File: src/rtl/serial_word_feeder.sv
// Parallel-to-serial front end: takes WIDTH-bit words over valid/ready and
// shifts them out MSB first, flagging first/last bit of each frame.
module serial_word_feeder #(
  parameter int WIDTH    = 8,
  parameter int IDLE_GAP = 0
) (
  input  logic             clk,
  input  logic             reset,
  input  logic [WIDTH-1:0] word_in,
  input  logic             word_valid,
  output logic             word_ready,
  output logic             data_out,
  output logic             bit_valid,
  output logic             frame_start,
  output logic             frame_end,
  output logic             busy,
  output logic [1:0]       state_dbg
);

  // Handshake: a word moves on the rising edge where word_valid && word_ready;
  // word_ready never depends on word_valid, and word_in is sampled only then.

  localparam int CW = $clog2(WIDTH);
  localparam logic [CW-1:0] BIT_LAST = CW'(WIDTH - 1);
  localparam logic [3:0]    GAP_LAST = (IDLE_GAP > 0) ? 4'(IDLE_GAP - 1) : 4'd0;

  typedef enum logic [1:0] {
    S_IDLE  = 2'd0,
    S_SHIFT = 2'd1,
    S_GAP   = 2'd2
  } state_t;

  state_t           state_q, state_d;
  logic [WIDTH-1:0] shreg_q, shreg_d;
  logic [CW-1:0]    bit_cnt_q, bit_cnt_d;
  logic [3:0]       gap_cnt_q, gap_cnt_d;

  logic last_bit;
  logic gap_done;
  logic transfer;

  assign last_bit = (state_q == S_SHIFT) && (bit_cnt_q == BIT_LAST);
  assign gap_done = (state_q == S_GAP) && (gap_cnt_q == GAP_LAST);
  assign transfer = word_valid && word_ready;

  always_ff @(posedge clk or posedge reset) begin
    if (reset) begin
      state_q   <= S_IDLE;
      shreg_q   <= '0;
      bit_cnt_q <= '0;
      gap_cnt_q <= '0;
    end else begin
      state_q   <= state_d;
      shreg_q   <= shreg_d;
      bit_cnt_q <= bit_cnt_d;
      gap_cnt_q <= gap_cnt_d;
    end
  end

  always_comb begin
    state_d   = state_q;
    shreg_d   = shreg_q;
    bit_cnt_d = bit_cnt_q;
    gap_cnt_d = gap_cnt_q;
    unique case (state_q)
      S_IDLE: begin
        if (transfer) begin
          state_d   = S_SHIFT;
          shreg_d   = word_in;
          bit_cnt_d = '0;
        end
      end
      S_SHIFT: begin
        shreg_d = {shreg_q[WIDTH-2:0], 1'b0};
        if (!last_bit) begin
          bit_cnt_d = bit_cnt_q + 1'b1;
        end else if (IDLE_GAP == 0) begin
          // Back-to-back: a word accepted on the last bit starts immediately.
          bit_cnt_d = '0;
          if (transfer) begin
            shreg_d = word_in;
          end else begin
            state_d = S_IDLE;
          end
        end else begin
          state_d   = S_GAP;
          bit_cnt_d = '0;
          gap_cnt_d = '0;
        end
      end
      S_GAP: begin
        if (gap_done) begin
          gap_cnt_d = '0;
          if (transfer) begin
            state_d   = S_SHIFT;
            shreg_d   = word_in;
            bit_cnt_d = '0;
          end else begin
            state_d = S_IDLE;
          end
        end else begin
          gap_cnt_d = gap_cnt_q + 1'b1;
        end
      end
      default: begin
        state_d = S_IDLE;
      end
    endcase
  end

  always_comb begin
    word_ready  = 1'b0;
    data_out    = 1'b0;
    bit_valid   = 1'b0;
    frame_start = 1'b0;
    frame_end   = 1'b0;
    unique case (state_q)
      S_IDLE: begin
        word_ready = 1'b1;
      end
      S_SHIFT: begin
        bit_valid   = 1'b1;
        data_out    = shreg_q[WIDTH-1];
        frame_start = (bit_cnt_q == '0);
        frame_end   = last_bit;
        word_ready  = last_bit && (IDLE_GAP == 0);
      end
      S_GAP: begin
        word_ready = gap_done;
      end
      default: begin
        word_ready = 1'b0;
      end
    endcase
    // State is already IDLE during reset; keep ready low until release.
    if (reset) begin
      word_ready = 1'b0;
    end
  end

  assign busy      = (state_q != S_IDLE);
  assign state_dbg = state_q;

endmodule
File: config.mk
export PLATFORM = sky130hd
export DESIGN_NAME = serial_word_feeder
export DESIGN_NICKNAME = d
export VERILOG_FILES = /design/src/rtl/serial_word_feeder.sv
export SDC_FILE = /design/constraint.sdc
export NUM_CORES = 1
export LEC_CHECK = 0
export CORE_AREA = 2 2 39 41
export CTS_BUF_LIST = sky130_fd_sc_hd__clkbuf_2
export CTS_CLUSTER_SIZE = 10
export DETAILED_ROUTE_END_ITERATION = 7
export DIE_AREA = 0 0 41 43
export DONT_BUFFER_PORTS = 1
export PLACE_DENSITY_LB_ADDON = 0.05
export SETUP_SLACK_MARGIN = 0.3
export SLEW_MARGIN = 20
export SYNTH_ARGS = -nofsm -noshare
export SYNTH_HDL_FRONTEND = slang
export SYNTH_SLANG_ARGS = --single-unit
File: constraint.sdc
create_clock -name clk -period 2.6 [get_ports clk]
set_clock_uncertainty 0.2 [all_clocks]
set_input_delay 0.52 -clock clk [delete_from_list [all_inputs] [get_ports clk]]
set_output_delay 0.52 -clock clk [all_outputs]
set_load 0.02 [all_outputs]
# Word-level counts from Yosys, hierarchy flattened
# Index checks and enable logic that the tools add are counted.
# op_classes
n_addsub,2
multipliers,0
div,0
n_lt_le_gt_ge,0
eq_ne,7
shift,0
mux,22
n_bitwise,0
n_reduce_logical,10
# op_table
op,n
$mux W8,4
$pmux W8 S3,1
$mux W3,3
$pmux W3 S3,1
$mux W2,4
$ne A2 B2 Y1 const B,4
$mux W1,6
$pmux W2 S3,1
$add A4 B1 Y4 const B,1
$logic_not A4 Y1,1
$mux W4,1
$reduce_and A4 Y1,1
$add A3 B1 Y3 const B,1
$eq A3 B3 Y1 const B,1
$logic_and A1 B1 Y1,3
$logic_not A3 Y1,1
$pmux W1 S3,1
$reduce_bool A3 Y1,1
$eq A2 B1 Y1 const B,1
$eq A2 B2 Y1 const B,1
$logic_not A2 Y1,1
$reduce_and A2 Y1,1
$reduce_bool A2 Y1,1
# totals
regBits,17
latch_bits,0
mem_bits_rw,0
romBits,0
inputBits,11
out_inout_bits,8
word_cells,45
n_memories,0

# Logic depth before layout (Yosys ltp)
# depth
depth_word,8
mapped_depth,10
ltp_nobuf,8

# Worst setup path after synthesis
# No wires, ideal clock.
# synth_timing
kind,register -> register
startpoint,register bit_cnt_q[0]
endpoint,register shreg_q[4]
setup_ns,0.124
arrival_ns,2.052
required_time_ns,2.276
slack_ns,0.225
stages_incl_launch_ff,10
n_path_buf,1
period_less_slack_ns,2.375
path_cell_list,dfrtp_1 > ha_1 > ha_1 > and2b_1 > nor2_1 > nand2_1 > ha_1 > buf_2 > a31o_2 > a2bb2oi_1
# synth_between
elab_chain_len,8
elab_cells_between_ends,10
cone_classes,eq/ne (1); mux (7); reduce/logical (2)
# synth_rtl
element,line_no,source
start: declaration,35,"logic [CW-1:0] bit_cnt_q, bit_cnt_d;"
start signal: assignment,55,bit_cnt_q <= bit_cnt_d;
$eq A3 B3 Y1 (*),42,assign last_bit = (state_q == S_SHIFT) && (bit_cnt_q == BIT_LAST);
$logic_and A1 B1 Y1 (*),42,
$pmux W1 S3 (*),117,unique case (state_q)
$mux W1 (*),136,if (reset) begin
via word_ready,11,"output logic word_ready,"
$logic_and A1 B1 Y1 (*),44,assign transfer = word_valid && word_ready;
"$mux W8, on equally long branches (2 in series)",-,
$pmux W8 S3 (*),65,unique case (state_q)
end signal: assignment,54,shreg_q <= shreg_d;
end: declaration,34,"logic [WIDTH-1:0] shreg_q, shreg_d;"
# Mark *: on every way through the listed nets, which the timed path passes. The rest lies on a longest branch. The select of a mux whose other input is x is not followed.
# A chain may end at the register's enable or synchronous reset.

# Final worst setup path
# layout_timing
startpoint,register bit_cnt_q[1]
endpoint,output port word_ready
# layout_between
elab_chain_len,4
# layout_rtl
element,line_no
$eq A3 B3 Y1,42
$logic_and A1 B1 Y1,42
$pmux W1 S3,117
$mux W1,136
end: declaration,11
# No other way between the ends.

==> summary.txt <==
Worst setup path
  • Critical Path RT: 1.88 ns
  • Worst Path Max Fanout: 4
  • WP data arrival: 1.50 ns
  • Nature of the critical path endpoint: output pin
  • CP max stage cell: dfrtp_1
  • Startpoint Class: flip-flop
  • Reg2Reg Depth: 9
  • Critical path class: flip-flop to output pin
  • Ordered list of cells on the worst path: ha_1, ha_4, and2b_1, nor2_2, buf_4
  • Critical path depth: 5
  • Buf/Inv on CP: 1
  • Top cell family by delay on the critical path: flip-flops
  • Largest stage delay, worst path: 0.42 ns

Yosys
  • Synth Flop Type: dfrtp_1
  • Synth Area per Inst: 10.0 um^2
  • Synthesized area: 772 um^2
  • Post-synth EDFFs: 0
  • Post-Syn Instances: 77
  • Synth cell count leaders: dfrtp_1, inv_1, a21boi_2, a2bb2oi_1, nand2_1
  • Most frequent cell after synthesis: dfrtp_1
  • Syn_nets: 92
  • Synth top area share: 38.9%
  • Syn. warnings: 0
  • Flop and latch count out of synthesis: 12
  • Leading area contributor after synthesis: dfrtp_1
  • Sequential share of the synthesized area: 38.9%
  • Synth unique cells: 22
  • Synth area leaders: dfrtp_1, a21boi_2, a2bb2oi_1, ha_1, a31o_2
  • Async SR Flop Fraction: 100%

Placed design
  • Post-DP HPWL: 862 um
  • GPL Wtd Cong: 0.648
  • Buffers on Ports: 0
  • Cell Area, Placed: 771 um^2
  • Dpl cells: 89

Final layout
  • Fraction of layout cells with a size suffix above 1: 32.5%
  • Synth-to-layout area growth: 7.46%
  • Final Non-Filler Cells: 96
  • Final net count: 96
  • Final instance area: 830 um^2
  • N_diodes: 0

Floorplan
  • Rows: 14
  • Core area: 1380 um^2
  • Die height: 43 um
  • Die width: 41 um
  • Io pins: 19
  • Initial Utilization: 55.8%
  • Die ar.: 1760 um^2

Global route
  • Total gr overflow: 0
  • Gr busiest metal: met2
  • Largest net degree at the start of global routing: 24
  • GR Util All Layers: 19.8%
  • GR Util met3: 3.14%
  • M2 GR Usage: 29.1%
  • First-pass GRT wire length: 2330 um
  • Initial antenna violation count: 0
  • Met1 Use GR: 27.1%
  • Vias in the first global route: 527

Detailed routing
  • WL final: 1300 um
  • Routed len/inst: 13.6 um
  • # DRC: 0
  • 1st-pass router iterations: 4
  • DRT iter0 DRCs: 5
  • Post-DRT Antenna Nets: 0
  • Vias post-DR: 530
  • Post-DR vias/cell: 5.52

Outcome
  • Status: finished clean

Timing
  • Final hold vios: 0
  • Setup-failing EPs final: 0
  • RSZ-0062 raised after global routing: no
  • Fin Hold WS: 0.321 ns
  • Final Critical Period: 2.22 ns
  • Setup_tns: 0 ns
  • FMAX: 451 MHz
  • Max Transition Viols Final: 0
  • Fin crit share: 85.3%

Clock network
  • CTS root buf: clkbuf_2
  • TritonCTS clock tree: done
  • CTS Buf Count: 3
  • Clk_lat worst skew: 0.26 ns
  • Clock Sink Count: 12
  • CTS max path bufs: 2
  • H-tree Lvls: 1
  • Worst-path clk slew: 0.12 ns

Pwr
  • Max rail drop VDD: 500 uV
  • Total power: 938 uW
  • Power density over cell area: 1130 nW/um^2
  • Leakage Power: 0.405 nW

Flow run
  • Max capacitance violation total: 0

Hold path
  • Worst hold stages: 2
  • Hold WC Path Type: flip-flop to flip-flop
==> per-layer routing <==
metal / wire, um / vias to the layer above
li1: - / 266
met1: 604 / 248
met2: 631 / 14
met3: 53 / 2
met4: 14 / 0
met5: 0 / -
==> sequential cells by signal, indices dropped and copies added (netlist names) <==
name and cells:
bit_cnt_q 3, shreg_q 8, state_dbg 1
==> timing repair <==
action	in CTS	in global routing
gates resized for setup	0	3
hold buffers	1	0
hold endpoints to repair	12	0
buffers inserted	2	0
cloned	0	0
endpoints found under the setup margin	1	8
==> cell type report <==
class / instances / area [um^2]
clock buffers: 3 / 15.0
clock inverters: 1 / 3.75
fillers: 123 / 554
inverters: 11 / 41.3
multi-input cells: 46 / 394
flip-flops and latches: 12 / 300
well taps: 16 / 20.0
repair buffers: 7 / 55.1
==> cell families after synthesis <==
family,synth area share [%]
adder cells (fa/ha/maj),6.48
AO/OA/AOI/OAI,30.0
flip-flops,38.9
other,0.486
buffers and inverters,12.3
multiplexers,1.46
AND/OR/NAND/NOR,10.4
==> metrics by stage <==
| stage | util, % | setup WS [ns] |
|---|---|---|
| final | 59.9 | 0.382 |
| after detailed placement | 55.7 | 0.363 |
| after CTS | 58.9 | 0.308 |
| after global placement | 55.7 | 0.381 |
| after global routing | 59.9 | 0.313 |
| after floorplan | - | 0.337 |
==> tightest hold or removal path: stages (launching register included) <==
cell and delay [ns]:
dfrtp_1 0.40, inv_1 0.05, a2bb2oi_1 0.05
==> worst paths after layout <==
path | start | end | slack (ns)
setup / recovery | bit_cnt_q[1]$_DFFE_PP0P_ | word_ready | 0.38
hold / removal | shreg_q[6]$_DFFE_PP0P_ | shreg_q[6]$_DFFE_PP0P_ | 0.32
setup reg to reg | bit_cnt_q[1]$_DFFE_PP0P_ | shreg_q[5]$_DFFE_PP0P_ | 0.47
hold reg to reg | shreg_q[6]$_DFFE_PP0P_ | shreg_q[6]$_DFFE_PP0P_ | 0.32
max in group asynchronous | reset | state_dbg[0]$_DFFE_PP0P_ | 1.38
min in group asynchronous | reset | shreg_q[4]$_DFFE_PP0P_ | 0.50
==> report_power, final <==
part	switching (mW)	internal (mW)	leakage (nW)	total [mW]
sequential	0.0460	0.267	0.149	0.313
clock	0.0625	0.0334	0.0140	0.0959
combinational	0.270	0.258	0.242	0.529
==> placed cells by master, fill, tap and decap left out <==
cell           instances
a21boi_0               1
a21boi_2               7
a21o_1                 1
a21oi_1                1
a2bb2oi_1              7
a31o_1                 2
a31o_2                 5
and2_1                 2
and2b_1                1
buf_4                  6
clkbuf_2               3
clkinv_1               1
conb_1                 1
dfrtp_1               12
dlygate4sd3_1          1
ha_1                   2
ha_2                   1
ha_4                   1
inv_1                 11
mux2_2                 1
nand2_1                6
nand3b_4               1
nor2_1                 2
nor2_2                 1
nor4_1                 1
o21ai_0                2
Power figures use the tool's default switching activity.
